File: src/rtl/ft_mailbox.sv
// Dual-core fault-tolerant mailbox: each core posts a result and a flag into its
// own bank; once both cores have flagged, the results are compared.
module ft_mailbox #(
    parameter logic [31:0] BASE_ADDR      = 32'h0010_0000,
    parameter logic [31:0] TIMEOUT_CYCLES = 32'd100000
) (
    input  logic        clk_i,
    input  logic        rst_ni,
    input  logic        data_req_i_1,
    input  logic        data_we_i_1,
    input  logic [3:0]  data_be_i_1,
    input  logic [31:0] data_addr_i_1,
    input  logic [31:0] data_wdata_i_1,
    output logic        data_gnt_o_1,
    output logic        data_rvalid_o_1,
    output logic [31:0] data_rdata_o_1,
    input  logic        data_req_i_2,
    input  logic        data_we_i_2,
    input  logic [3:0]  data_be_i_2,
    input  logic [31:0] data_addr_i_2,
    input  logic [31:0] data_wdata_i_2,
    output logic        data_gnt_o_2,
    output logic        data_rvalid_o_2,
    output logic [31:0] data_rdata_o_2,
    output logic [31:0] mem_flag,
    output logic [31:0] mem_result
);

    typedef enum logic [2:0] {
        S_IDLE     = 3'd0,
        S_ONE      = 3'd1,
        S_DONE     = 3'd2,
        S_MISMATCH = 3'd3,
        S_TIMEOUT  = 3'd4
    } state_e;

    logic [1:0]  req;
    logic [1:0]  we;
    logic [3:0]  be    [2];
    logic [31:0] addr  [2];
    logic [31:0] wdata [2];

    assign req      = {data_req_i_2, data_req_i_1};
    assign we       = {data_we_i_2, data_we_i_1};
    assign be[0]    = data_be_i_1;
    assign be[1]    = data_be_i_2;
    assign addr[0]  = data_addr_i_1;
    assign addr[1]  = data_addr_i_2;
    assign wdata[0] = data_wdata_i_1;
    assign wdata[1] = data_wdata_i_2;

    logic unused_addr_lsb;
    assign unused_addr_lsb = ^{data_addr_i_1[1:0], data_addr_i_2[1:0]};

    state_e      state_q, state_d;
    logic [31:0] cycles_q, cycles_d;
    logic [31:0] result_q [2];
    logic [31:0] result_d [2];
    logic [31:0] flag_q   [2];
    logic [31:0] flag_d   [2];
    logic [1:0]  done_q, done_d;
    logic [1:0]  rvalid_q, rvalid_d;
    logic [31:0] rdata_q  [2];
    logic [31:0] rdata_d  [2];
    logic [31:0] mflag_q, mflag_d;
    logic [31:0] mres_q, mres_d;
    logic [31:0] status;

    assign status = {27'b0, state_q, done_q[1], done_q[0]};

    function automatic logic [31:0] merge(input logic [31:0] old,
                                          input logic [31:0] wd,
                                          input logic [3:0]  ben);
        logic [31:0] r;
        r = old;
        for (int b = 0; b < 4; b++) begin
            if (ben[b]) r[8*b +: 8] = wd[8*b +: 8];
        end
        return r;
    endfunction

    // Bank access: each port only ever sees its own bank.
    always_comb begin
        for (int k = 0; k < 2; k++) begin
            logic sel;
            result_d[k] = result_q[k];
            flag_d[k]   = flag_q[k];
            rvalid_d[k] = req[k];
            rdata_d[k]  = '0;
            sel = req[k] && (addr[k][31:4] == BASE_ADDR[31:4]);
            if (sel && !we[k]) begin
                unique case (addr[k][3:2])
                    2'd0:    rdata_d[k] = result_q[k];
                    2'd1:    rdata_d[k] = flag_q[k];
                    2'd2:    rdata_d[k] = status;
                    default: rdata_d[k] = cycles_q;
                endcase
            end
            if (sel && we[k] && !done_q[k]) begin
                if (addr[k][3:2] == 2'd0)
                    result_d[k] = merge(result_q[k], wdata[k], be[k]);
                if (addr[k][3:2] == 2'd1)
                    flag_d[k] = merge(flag_q[k], wdata[k], be[k]);
            end
            done_d[k] = done_q[k] | (flag_d[k] != 32'd0);
        end
    end

    // Completion is judged on registered done bits and wins over timeout.
    always_comb begin
        state_d  = state_q;
        cycles_d = cycles_q;
        unique case (state_q)
            S_IDLE, S_ONE: begin
                if (&done_q) begin
                    state_d = (result_q[0] == result_q[1]) ? S_DONE
                                                           : S_MISMATCH;
                end else if (cycles_q == TIMEOUT_CYCLES - 32'd1) begin
                    state_d = S_TIMEOUT;
                end else begin
                    state_d = (|done_q) ? S_ONE : S_IDLE;
                    if (cycles_q != 32'hFFFF_FFFF)
                        cycles_d = cycles_q + 32'd1;
                end
            end
            default: state_d = state_q;
        endcase
        mflag_d = {29'b0, state_d == S_TIMEOUT,
                   state_d == S_MISMATCH, state_d == S_DONE};
        mres_d  = (state_d == S_DONE) ? result_q[0] : 32'd0;
    end

    always_ff @(posedge clk_i or negedge rst_ni) begin
        if (!rst_ni) begin
            state_q  <= S_IDLE;
            cycles_q <= '0;
            done_q   <= '0;
            rvalid_q <= '0;
            mflag_q  <= '0;
            mres_q   <= '0;
            for (int k = 0; k < 2; k++) begin
                result_q[k] <= '0;
                flag_q[k]   <= '0;
                rdata_q[k]  <= '0;
            end
        end else begin
            state_q  <= state_d;
            cycles_q <= cycles_d;
            done_q   <= done_d;
            rvalid_q <= rvalid_d;
            mflag_q  <= mflag_d;
            mres_q   <= mres_d;
            for (int k = 0; k < 2; k++) begin
                result_q[k] <= result_d[k];
                flag_q[k]   <= flag_d[k];
                rdata_q[k]  <= rdata_d[k];
            end
        end
    end

    assign data_gnt_o_1    = data_req_i_1;
    assign data_gnt_o_2    = data_req_i_2;
    assign data_rvalid_o_1 = rvalid_q[0];
    assign data_rvalid_o_2 = rvalid_q[1];
    assign data_rdata_o_1  = rdata_q[0];
    assign data_rdata_o_2  = rdata_q[1];
    assign mem_flag        = mflag_q;
    assign mem_result      = mres_q;

endmodule

File: config.mk
export PLATFORM = sky130hd
export DESIGN_NAME = ft_mailbox
export DESIGN_NICKNAME = d
export VERILOG_FILES = /design/src/rtl/ft_mailbox.sv
export SDC_FILE = /design/constraint.sdc
export NUM_CORES = 1
export LEC_CHECK = 0
export CAP_MARGIN = 25
export CORE_ASPECT_RATIO = 2
export CORE_MARGIN = 10
export CORE_UTILIZATION = 57
export CTS_BUF_LIST = sky130_fd_sc_hd__clkbuf_4
export CTS_CLUSTER_DIAMETER = 120
export DETAILED_ROUTE_END_ITERATION = 16
export PLACE_DENSITY = 0.9
export SYNTH_ARGS = -nofsm -noshare
export SYNTH_HDL_FRONTEND = slang
export SYNTH_SLANG_ARGS = --single-unit
File: constraint.sdc
create_clock -name clk_i -period 5.2 [get_ports clk_i]
set_input_delay 1.3 -clock clk_i [delete_from_list [all_inputs] [get_ports clk_i]]
set_output_delay 1.3 -clock clk_i [all_outputs]
set_load 0.02 [all_outputs]
After elaboration in Yosys (flattened, before gate mapping)
Index checks and enable logic that the tools add are counted.
{"block": "totals", "reg_bits": 266, "latchBits": 0, "mem_bits_rw": 0, "romBits": 0, "input_bits": 142, "elab_cells": 87, "mem_count": 0}
{"block": "op_classes", "add_sub_neg": 1, "multipliers": 0, "div": 0, "magnitude_cmp": 0, "n_eq_ne": 13, "shift": 0, "muxes": 22, "bitwise_logic": 4, "n_reduce_logical": 29}
{"cell": "$mux W32", "count": 7}
{"cell": "$pmux W32 S3", "count": 2}
{"cell": "$mux W8", "count": 8}
{"cell": "$reduce_bool A32 Y1", "count": 2}
{"cell": "$eq A28 B17 Y1 const B", "count": 2}
{"cell": "$add A32 B1 Y32 const B", "count": 1}
{"cell": "$eq A32 B17 Y1 const B", "count": 1}
{"cell": "$eq A32 B32 Y1", "count": 1}
{"cell": "$ne A32 B32 Y1 const B", "count": 1}
{"cell": "$reduce_and A3 Y1", "count": 8}
{"cell": "$mux W3", "count": 3}
{"cell": "$logic_and A1 B1 Y1", "count": 8}
{"cell": "$eq A3 B2 Y1 const B", "count": 2}
{"cell": "$eq A2 B1 Y1 const B", "count": 2}
{"cell": "$eq A2 B2 Y1 const B", "count": 2}
{"cell": "$logic_not A1 Y1", "count": 4}
{"cell": "$logic_not A2 Y1", "count": 2}
{"cell": "$reduce_and A4 Y1", "count": 1}
{"cell": "$reduce_or A2 Y1", "count": 2}
{"cell": "$eq A3 B1 Y1 const B", "count": 1}
{"cell": "$eq A3 B3 Y1 const B", "count": 1}
{"cell": "$logic_not A3 Y1", "count": 1}
{"cell": "$mux W1", "count": 2}
{"cell": "$not A1 Y1", "count": 2}
{"cell": "other kinds (2)", "count": 3}

Longest topological paths before layout
Gate-level depths: netlist (run 1).
{"block": "logic_depth", "ltp_word": 7, "mapped_depth": 9}

Worst setup path after synthesis (run 1)
Ideal clock, no wire load.
{"block": "synth_timing", "path_kind": "input-to-reg", "from": "input data_addr_i_1[24]", "to": "register done_q[0]", "setup_time_ns": 0.131, "arrival_time_ns": 3.479, "t_required_ns": 5.069, "slack_ns": 1.590, "path_stages": 6, "path_buffers": 0, "cell_sequence": "nor4_2 nand4_4 nor3_4 mux2_2 or4_1 or3_1"}
{"item": "start: declaration", "line_no": "12", "text": "input logic [31:0] data_addr_i_1,"}
{"item": "end signal: assignment", "line_no": "149", "text": "done_q <= done_d;"}
{"item": "end: declaration", "line_no": "61", "text": "logic [1:0] done_q, done_d;"}

Worst setup path in the final report (run 1)
{"block": "layout_timing", "from": "input data_req_i_2", "to": "output data_gnt_o_2"}
{"item": "start: declaration", "line_no": "17", "text": "input logic data_req_i_2,"}
{"item": "end: declaration", "line_no": "22", "text": "output logic data_gnt_o_2,"}
No word-level cell between the ends.

==> results of run 1 <==
report_power, final:
| part | internal, mW | leakage, nW | switching, mW | total, mW |
|---|---|---|---|---|
| registers | 2.07 | 3.69 | 0.000220 | 2.07 |
| clock network | 0.681 | 0.406 | 0.790 | 1.47 |
| logic | 0.121 | 3.03 | 0.136 | 0.257 |
| total | 2.87 | 7.13 | 0.926 | 3.80 |
through the flow:
| step | hold slack, ns | utilization, % |
|---|---|---|
| floorplan | 0.491 | - |
| global placement | 0.507 | 70.1 |
| detailed placement | 0.515 | 70.1 |
| CTS | 0.529 | 73.3 |
| global route | 0.554 | 73.7 |
| finish | 0.531 | 73.7 |
area by class of cell:
| class | count | area, um2 | area share [%] |
|---|---|---|---|
| Timing Repair Buffer | 256 | 2580 | 16.6 |
| Multi-Input combinational cell | 707 | 5280 | 34.0 |
| Antenna cell | 4 | 10.0 | 0.0643 |
| Tap cell | 269 | 337 | 2.16 |
| Clock inverter | 22 | 91.3 | 0.587 |
| Clock buffer | 76 | 571 | 3.67 |
| Inverter | 7 | 26.3 | 0.169 |
| Sequential cell | 266 | 6660 | 42.8 |
routing by layer:
layer | track usage (%) | part of all wire [%] | up-vias | wire length [um]
met4 | 16.0 | 5.5 | 2 | 2000
met1 | 27.1 | 34 | 4578 | 12200
met2 | 44.0 | 54 | 445 | 19500
met3 | 4.27 | 7.3 | 99 | 2640
li1 | - | - | 4184 | -
met5 | 0 | 0.025 | - | 9
cell families after synthesis:
kind of cell	Yosys count	synth area share, %
compound gates	64	2.81
simple gates	349	15.9
buf+inv	89	3.73
other cells	1	0.0306
fa+ha+maj	1	0.102
mux	200	18.7
xor+xnor	64	4.57
flops	266	54.2
cells in the final DEF, fill, tap and decap left out, drive strengths merged, types with 13 or more instances in the layout:
| master | instances |
|---|---|
| nand3 | 13 |
| nor3 | 16 |
| conb | 29 |
| nor2 | 133 |
| nor4 | 39 |
| nor3b | 33 |
| clkdlybuf4s50 | 237 |
| xnor2 | 61 |
| mux2 | 131 |
| mux2i | 59 |
| clkinv | 20 |
| nand2 | 33 |
| dfrtp | 266 |
| nand4 | 34 |
| clkbuf | 78 |
| a21oi | 56 |
| buf | 17 |
sequential cells by signal, summed over array words and instances (netlist names):
| name | cells |
|---|---|
| data_rdata_o_2 | 32 |
| done_q | 2 |
| cycles_q | 32 |
| state_q | 3 |
| mem_flag | 3 |
| rvalid_q | 2 |
| flag_q | 64 |
| result_q | 64 |
| data_rdata_o_1 | 32 |
| mem_result | 32 |
worst min-delay path by stage:
stage	startpoint	cells past startpoint	end	slack (ns)
5_1_grt	flag_q[56]	1	flag_q[56]	0.55
3_3_place_gp	flag_q[14]	1	flag_q[14]	0.51
6_report	flag_q[56]	1	flag_q[56]	0.53
2_1_floorplan	flag_q[53]	1	flag_q[53]	0.49
4_1_cts	flag_q[56]	1	flag_q[56]	0.53
3_5_place_dp	flag_q[56]	1	flag_q[56]	0.51
==> key figures, run 1 <==
Run status
  • Status: completed

STA
  • Tcrit/Tclk final: 72.6%
  • Final setup TNS: 0 ns
  • Fin worst setup slack: 1.42 ns
  • Slew @ Worst Pin: 1.06 ns
  • Max Freq: 0.265 GHz
  • Finish-stage setup viols: 0
  • RSZ-0062 raised after global routing: no
  • Final Hold Vio Count: 0
  • Worst slew margin: 29.6%
  • Max Slew Vio Count: 0
  • Clock Skew: 0.0475 ns
  • Post-layout minimum cycle time: 3.78 ns

Yosys
  • Post-Syn Area: 12300 um2
  • Sequential-to-total area share from yosys stat: 54.2%
  • Synth unique cells: 42
  • Top cell type's share of synthesized area: 54.2%
  • Largest cells by area after synthesis: dfrtp_1, mux2_2, mux2i_1
  • #FFs+latches synth: 266
  • Synthesis Warnings: 0
  • Most frequent cells after synthesis: dfrtp_1, nor2_1, mux2_2
  • Primary FF master, synth: dfrtp_1
  • Post-Syn Instances: 1034
  • Ys async rst share: 100%
  • EDFF count, synth: 0
  • Largest area contributor in the synthesized netlist: dfrtp_1
  • Avg Inst Size Synth: 11.9 um2
  • Top-count cell post-synth: dfrtp_1

Setup path
  • WP data required: 3.90 ns
  • Crit-path most repeated cell: clkdlybuf4s50_1
  • Crit path max fanout: 3
  • WP depth: 2
  • Launching element of the worst setup path: data_req_i_2
  • Crit end category: primary output
  • Max incr delay on CP: 0.65 ns
  • Reg2Reg Capture Point: mem_result[25]
  • Critical Path, Cell by Cell: clkdlybuf4s50_1 -> clkdlybuf4s50_1
  • R2R depth: 7
  • Crit path capture: data_gnt_o_2
  • Critical path class: in -> out
  • Reg2Reg Setup Slack: 1.94 ns
  • Reg2reg start: cycles_q[27]
  • CP bufs+invs: 2
  • Worst path slowest cell: clkdlybuf4s50_1
  • Worst EP arrival: 2.48 ns
  • Delay-heaviest family, CP: buffers and inverters
  • Setup crit start kind: input port

CTS
  • Post-CTS resize count: 0
  • Worst-path clk slew: 0.07 ns
  • H-tree Lvls: 2
  • Clock buffer depth: 3
  • Clk sink count: 266
  • CTS tree: done
  • Clk Latency, worst-skew pair: 0.69 ns
  • CTS Hold Bufs: 0
  • TritonCTS Buffers: 56
  • Setup Buffers After CTS: 0
  • Clock Tree Root: clkbuf_4

Floorplan
  • Die ar.: 28200 um2
  • Core Area: 21100 um2
  • Die width: 124 um
  • Row count: 75
  • IO Pins: 274
  • Die Y: 228 um
  • Initial Util: 58.1%

Route
  • Routed wire length: 36300 um
  • Total number of vias: 9308
  • Vias/cell: 5.79
  • Drt drc: 0
  • Avg WL per Cell: 22.6 um
  • Number of DRC markers in iteration 0: 679
  • ANT nets after route: 0
  • Drt pass-1 iters: 5

Placement
  • Placed cell areas: 14800 um2
  • Post-DP HPWL: 28100 um
  • PortBufs: 240
  • RePlAce Congestion: 0.959
  • Worst slack at placement: 0.877 ns
  • Placed Cells incl. Taps: 1502

Global routing
  • First-pass GRT wire length: 54500 um
  • GRT Total Usage: 25.2%
  • Number of global-route vias before repair: 9700
  • GRT overflow: 0
  • Largest net degree at the start of global routing: 123
  • Initial antenna violation count: 4

Finish
  • Layout cells sized above 1: 19.4%
  • Fillers: 1376
  • P&R area growth vs syn: 26.8%
  • Fin area: 15600 um2
  • Non-Filler Instances: 1607
  • NumNets Final: 1437

Pwr
  • Overall Power: 3.80 mW
  • Peak supply drop: 0.000201 V
  • Power per cell area: 244 nW/um2
  • P_leak: 7.13 nW

Flow run
  • Max cap viols: 0

Worst hold path
  • Min-delay worst type: reg -> reg
No activity file was read; power rests on OpenSTA's default activity.
==> run 2, diff against run 1 <==
--- a/config.mk
+++ b/config.mk
@@ -8,11 +8,11 @@
 export CAP_MARGIN = 25
 export CORE_ASPECT_RATIO = 2
 export CORE_MARGIN = 10
-export CORE_UTILIZATION = 57
+export CORE_UTILIZATION = 52
 export CTS_BUF_LIST = sky130_fd_sc_hd__clkbuf_4
 export CTS_CLUSTER_DIAMETER = 120
 export DETAILED_ROUTE_END_ITERATION = 16
-export PLACE_DENSITY = 0.9
+export PLACE_DENSITY = 0.83
 export SYNTH_ARGS = -nofsm -noshare
 export SYNTH_HDL_FRONTEND = slang
 export SYNTH_SLANG_ARGS = --single-unit
==> constraint.sdc (replaced) <==
create_clock -name clk_i -period 3.64 [get_ports clk_i]
set_input_delay 0.91 -clock clk_i [delete_from_list [all_inputs] [get_ports clk_i]]
set_output_delay 0.91 -clock clk_i [all_outputs]
set_load 0.02 [all_outputs]
==> run 2 against run 1 <==
  * Non-clock buffer count is 19 higher
  * Critical path depth increased by 4
  * Sequential share of layout area is 0.54 points lower
  * First-iteration DRC count is 7.5% higher
  * Register-to-register slack worse by 1.4 ns
  * Clock power rose by 54%
  * Combinational power up 44%
  * Wire length is 1.7% higher
  * Critical path type is now reg -> reg
  * Largest power group unchanged
==> key figures, run 2 (synthesis results as in run 1) <==
STA
  • Tcrit/Tclk final: 84.0%
  • Post-layout minimum cycle time: 3.06 ns
  • RSZ-0062 raised after global routing: no (unchanged)
  • Finish-stage setup viols: 0 (unchanged)
  • Max Freq: 0.327 GHz
  • Slew @ Worst Pin: 0.831 ns (was 1.06 ns)
  • Worst hold slack: 0.215 ns (was 0.531 ns)
  • Max Slew Vio Count: 0 (unchanged)
  • Final Hold Vio Count: 0 (unchanged)
  • Worst slew margin: 44.2% (was 29.6%)
  • Clock Skew: 0.0373 ns (was 0.0475 ns)

CTS
  • H-tree Lvls: 2 (unchanged)
  • Worst-path clk slew: 0.08 ns (was 0.07 ns)
  • Clock buffer depth: 3 (unchanged)
  • CTS Hold Bufs: 0 (unchanged)
  • Clk sink count: 266 (unchanged)
  • Clock Tree Root: clkbuf_4 (unchanged)
  • Post-CTS resize count: 0 (unchanged)
  • Setup Buffers After CTS: 0 (unchanged)
  • Clk Latency, worst-skew pair: 0.69 ns (about the same)
  • TritonCTS Buffers: 56 (unchanged)
  • CTS tree: done (unchanged)

Finish
  • P&R area growth vs syn: 28.4% (was 26.8%)
  • Highest-count cells in the layout ignoring fill and taps: dfrtp_1, clkdlybuf4s50_1, nor2_1, mux2_2, clkbuf_4 (unchanged)
  • Commonest non-fill, non-tap cell in the layout: dfrtp_1 (unchanged)
  • Non-Filler Instances: 1645 (was 1607)
  • Reg area: 6660 um2 (unchanged)
  • Area taken by multi-input logic gates: 5280 um2 (about the same)
  • Fillers: 1661 (was 1376)
  • Top flop regs: flag_q x64, result_q x64 (unchanged)
  • NumNets Final: 1456 (was 1437)
  • Layout cells sized above 1: 20.2% (was 19.4%)

Setup path
  • Crit path max fanout: 19 (was 3)
  • Worst EP arrival: 3.64 ns (was 2.48 ns)
  • Reg2Reg Setup Slack: 0.58 ns (was 1.94 ns)
  • R2R depth: 6 (was 7)
  • WP data required: 4.22 ns (was 3.90 ns)
  • Critical path class: reg -> reg (was in -> out)
  • Setup crit start kind: flip-flop (was input port)
  • Crit end category: flip-flop (was primary output)

Global routing
  • Initial antenna violation count: 5 (was 4)
  • GRT overflow: 0 (unchanged)
  • First-pass GRT wire length: 56700 um (was 54500 um)
  • Largest net degree at the start of global routing: 88 (was 123)
  • GRT Total Usage: 23.7% (was 25.2%)
  • Number of global-route vias before repair: 10000 (was 9700)

Route
  • Routed wire length: 36900 um (was 36300 um)
  • Drt drc: 0 (unchanged)
  • Total number of vias: 9332 (was 9308)
  • Number of DRC markers in iteration 0: 730 (was 679)
  • Avg WL per Cell: 22.4 um (was 22.6 um)
  • Vias/cell: 5.67 (was 5.79)
  • Drt pass-1 iters: 5 (unchanged)
  • ANT nets after route: 0 (unchanged)

Worst hold path
  • Min-delay worst type: in -> async (was reg -> reg)

Floorplan
  • IO Pins: 274 (unchanged)
  • Die width: 129 um (was 124 um)
  • Row count: 79 (was 75)
  • Die ar.: 30500 um2 (was 28200 um2)
  • Initial Util: 52.8% (was 58.1%)
  • Die Y: 237 um (was 228 um)
  • Core Area: 23200 um2 (was 21100 um2)

Pwr
  • Net Sw Frac: 24.2% (was 24.4%)
  • Psw: 1.35 mW (was 0.926 mW)
  • Power per cell area: 355 nW/um2 (was 244 nW/um2)
  • P_leak: 7.24 nW (was 7.13 nW)
  • Part of the power in registers: 52.8% (was 54.5%)
  • Clock power share: 40.6% (was 38.8%)
  • P_int: 4.24 mW (was 2.87 mW)
  • Combinational share of power: 6.6% (was 6.8%)
  • Peak supply drop: 0.000295 V (was 0.000201 V)

Flow run
  • Max cap viols: 0 (unchanged)

Placement
  • Post-DP HPWL: 29000 um (was 28100 um)
  • PortBufs: 240 (unchanged)
  • Placed Cells incl. Taps: 1538 (was 1502)
  • RePlAce Congestion: 0.966 (was 0.959)

Run status
  • Status: completed (unchanged)
run 2: critical path, stage by stage, from the launching register on:
cell and delay, ns:
dfrtp_1 0.46, or4_1 0.63, nor4_1 0.58, o21ai_1 0.14, o22a_1 0.48, buf_4 0.35
nor3b_1 0.31
run 2: cell type report:
class	count	share of cell area [%]
Clock buffer	68	3.24
Clock inverter	34	1.41
Inverter	7	0.167
Tap cell	283	2.25
Antenna cell	5	0.0794
Sequential cell	266	42.2
Timing Repair Buffer	275	17.1
Multi-Input combinational cell	707	33.5
run 2: power by group through the flow:
| stage | Sequential [mW] | Clock, mW | Combinational, mW |
|---|---|---|---|
| after floorplan | 3.01 | 0 | 0.123 |
| after global placement | 3.01 | 0 | 0.361 |
| after detailed placement | 3.01 | 0 | 0.367 |
| after CTS | 2.95 | 2.34 | 0.369 |
| after global routing | 2.95 | 2.47 | 0.394 |
| final | 2.95 | 2.27 | 0.369 |
run 2: routing by layer:
metal	track usage, %	wire length (um)
met5	0	0
met4	14.3	2050
met3	5.77	2660
met2	42.0	19900
met1	24.4	12300
run 2: stage by stage:
step / instance area, um2 / utilization (%) / setup TNS [ns] / worst slack (ns) / power (mW)
after global placement: 15000 / 64.6 / -0.00983 / -0.00983 / 3.37
after global routing: 15800 / 67.8 / 0 / 0.486 / 5.82
after CTS: 15700 / 67.8 / 0 / 0.571 / 5.66
after floorplan: 12400 / - / 0 / 0.420 / 3.14
after detailed placement: 15000 / 64.6 / -0.0775 / -0.0775 / 3.38
final: 15800 / 67.8 / 0 / 0.582 / 5.59
run 2: final timing paths:
path                         startpoint                end
setup / recovery           cycles_q[19]     mem_result[12]
hold / removal                   rst_ni  data_rdata_o_1[1]
setup reg to reg           cycles_q[19]     mem_result[12]
hold reg to reg              flag_q[51]         flag_q[51]
max in group asynchronous        rst_ni       result_q[53]
min in group clk_i           flag_q[51]         flag_q[51]
==> run 3, diff against run 2 <==
==> constraint.sdc (replaced) <==
create_clock -name clk_i -period 2.96 [get_ports clk_i]
set_input_delay 0.74 -clock clk_i [delete_from_list [all_inputs] [get_ports clk_i]]
set_output_delay 0.74 -clock clk_i [all_outputs]
set_load 0.02 [all_outputs]
==> run 3 against run 2 <==
  * Register-to-register slack lost 0.38 ns
  * Sequential power increased by 23%
  * Largest cell class unchanged
  * Highest routed layer is now met5
  * Critical path depth is 3 higher
  * Die area did not move
==> key figures, run 3 (synthesis results as in run 1) <==
Run status
  • Status: completed (unchanged)

STA
  • Finish-stage setup viols: 0 (unchanged)
  • Max Slew Vio Count: 0 (unchanged)
  • Fin worst setup slack: 0.0533 ns (was 0.582 ns)
  • Slew @ Worst Pin: 0.990 ns (was 0.831 ns)
  • Tcrit/Tclk final: 98.2%
  • RSZ-0062 raised after global routing: no (unchanged)
  • Post-layout minimum cycle time: 2.91 ns
  • Final Hold Vio Count: 0 (unchanged)
  • Clock Skew: 0.0709 ns (was 0.0373 ns)
  • Max Freq: 0.344 GHz
  • Worst slew margin: 33.5% (was 44.2%)

CTS
  • Clk Latency, worst-skew pair: 0.72 ns (was 0.69 ns)
  • H-tree Lvls: 2 (unchanged)
  • CTS tree: done (unchanged)
  • Setup Buffers After CTS: 0 (unchanged)
  • Clock buffer depth: 3 (unchanged)
  • Clock Tree Root: clkbuf_4 (unchanged)
  • TritonCTS Buffers: 57 (was 56)
  • Worst-path clk slew: 0.06 ns (was 0.08 ns)
  • Clk sink count: 266 (unchanged)

Setup path
  • Worst EP arrival: 3.45 ns (was 3.64 ns)
  • Setup crit start kind: input port (was flip-flop)
  • Crit path max fanout: 10 (was 19)
  • Critical path class: in -> reg (was reg -> reg)
  • Crit end category: flip-flop (unchanged)
  • WP data required: 3.51 ns (was 4.22 ns)

Placement
  • Worst slack at placement: -0.614 ns (was -0.0775 ns)
  • RePlAce Congestion: 0.975 (was 0.966)
  • Post-DP HPWL: 29900 um (was 29000 um)
  • Placed Cells incl. Taps: 1558 (was 1538)
  • PortBufs: 240 (unchanged)
  • Placed cell areas: 15200 um2 (was 15000 um2)

Global routing
  • Initial antenna violation count: 6 (was 5)
  • GRT overflow: 0 (unchanged)
  • Number of global-route vias before repair: 10300 (was 10000)
  • First-pass GRT wire length: 58300 um (was 56700 um)
  • GRT Total Usage: 24.5% (was 23.7%)
  • Largest net degree at the start of global routing: 71 (was 88)

Route
  • Drt drc: 0 (unchanged)
  • Vias/cell: 5.73 (was 5.67)
  • Routed wire length: 38300 um (was 36900 um)
  • Total number of vias: 9543 (was 9332)
  • ANT nets after route: 0 (unchanged)
  • Avg WL per Cell: 23.0 um (was 22.4 um)
  • Number of DRC markers in iteration 0: 738 (was 730)
  • Drt pass-1 iters: 7 (was 5)

Finish
  • Layout cells sized above 1: 21.6% (was 20.2%)
  • Non-Filler Instances: 1666 (was 1645)
  • Commonest non-fill, non-tap cell in the layout: dfrtp_1 (unchanged)
  • Fin area: 16000 um2 (was 15800 um2)
  • Highest-count cells in the layout ignoring fill and taps: dfrtp_1, clkdlybuf4s50_1, nor2_1, mux2_2, clkbuf_4 (unchanged)
  • NumNets Final: 1478 (was 1456)
  • P&R area growth vs syn: 30.3% (was 28.4%)
  • Top flop regs: flag_q x64, result_q x64 (unchanged)

Floorplan
  • Core Area: 23200 um2 (unchanged)
  • Die Y: 237 um (unchanged)
  • Initial Util: 52.8% (unchanged)
  • Row count: 79 (unchanged)
  • IO Pins: 274 (unchanged)
  • Die width: 129 um (unchanged)
  • Die ar.: 30500 um2 (unchanged)

Worst hold path
  • Min-delay worst type: reg -> reg (was in -> async)

Flow run
  • Max cap viols: 0 (unchanged)

Pwr
  • Power per cell area: 432 nW/um2 (was 355 nW/um2)
  • P_leak: 7.38 nW (was 7.24 nW)
  • Overall Power: 6.91 mW (was 5.59 mW)
  • Peak supply drop: 0.000613 V (was 0.000295 V)
==> run 3: final timing paths <==
kind | slack (ns) | endpoint | startpoint | cells after the start
min in group asynchronous | 0.55 | data_rdata_o_1[1] | rst_ni | 2
setup / recovery | 0.05 | done_q[1] | data_req_i_2 | 9
hold reg to reg | 0.53 | flag_q[13] | flag_q[13] | 1
hold / removal | 0.53 | flag_q[13] | flag_q[13] | 1
setup reg to reg | 0.20 | mem_result[31] | cycles_q[17] | 6
max in group asynchronous | 1.56 | result_q[18] | rst_ni | 3
==> run 3: power by group <==
| part | leakage (nW) | switching, mW | internal, mW |
|---|---|---|---|
| combinational | 3.25 | 0.245 | 0.220 |
| sequential | 3.69 | 0.000552 | 3.63 |
| clock | 0.432 | 1.41 | 1.40 |
| total | 7.38 | 1.66 | 5.25 |
==> run 3: layout make-up <==
| class | count | area, um2 |
|---|---|---|
| fillers | 1653 | 7230 |
| flip-flops and latches | 266 | 6660 |
| multi-input cells | 707 | 5300 |
| repair buffers | 296 | 2920 |
| clock buffers | 78 | 586 |
| well taps | 283 | 354 |
| clock inverters | 23 | 145 |
| inverters | 7 | 26.3 |
| diodes | 6 | 15.0 |
==> run 3: metal layers <==
metal | routed length, um | vias to the layer above | global-route usage, %
met2 | 20700 | 438 | 44.5
met5 | 18 | - | 0
met4 | 2330 | 2 | 14.4
li1 | - | 4262 | -
met3 | 2790 | 118 | 5.17
met1 | 12500 | 4723 | 24.8
==> run 3: worst max-delay path, stage by stage <==
cell	delay [ns]
clkdlybuf4s50_1	0.51
nor4bb_1	0.46
nand4_1	0.28
nor4_2	0.45
buf_4	0.21
buf_4	0.17
nand2_1	0.07
a2111oi_0	0.42
nand4_1	0.13
==> run 3: what timing repair did <==
item | CTS | global route
resized for setup | 0 | 1
endpoints found under the hold margin | 25 | 0
hold buffers | 1 | 0
endpoints found under the setup margin | 0 | 1
==> run 3: metrics by stage <==
stage	utilization (%)	TNS (ns)	hold slack, ns
CTS	68.8	0	0.527
global placement	65.6	-6.53	0.506
finish	68.9	0	0.530
detailed placement	65.6	-14.93	0.512
global route	68.9	0	0.545
floorplan	-	-0.0475	0.444
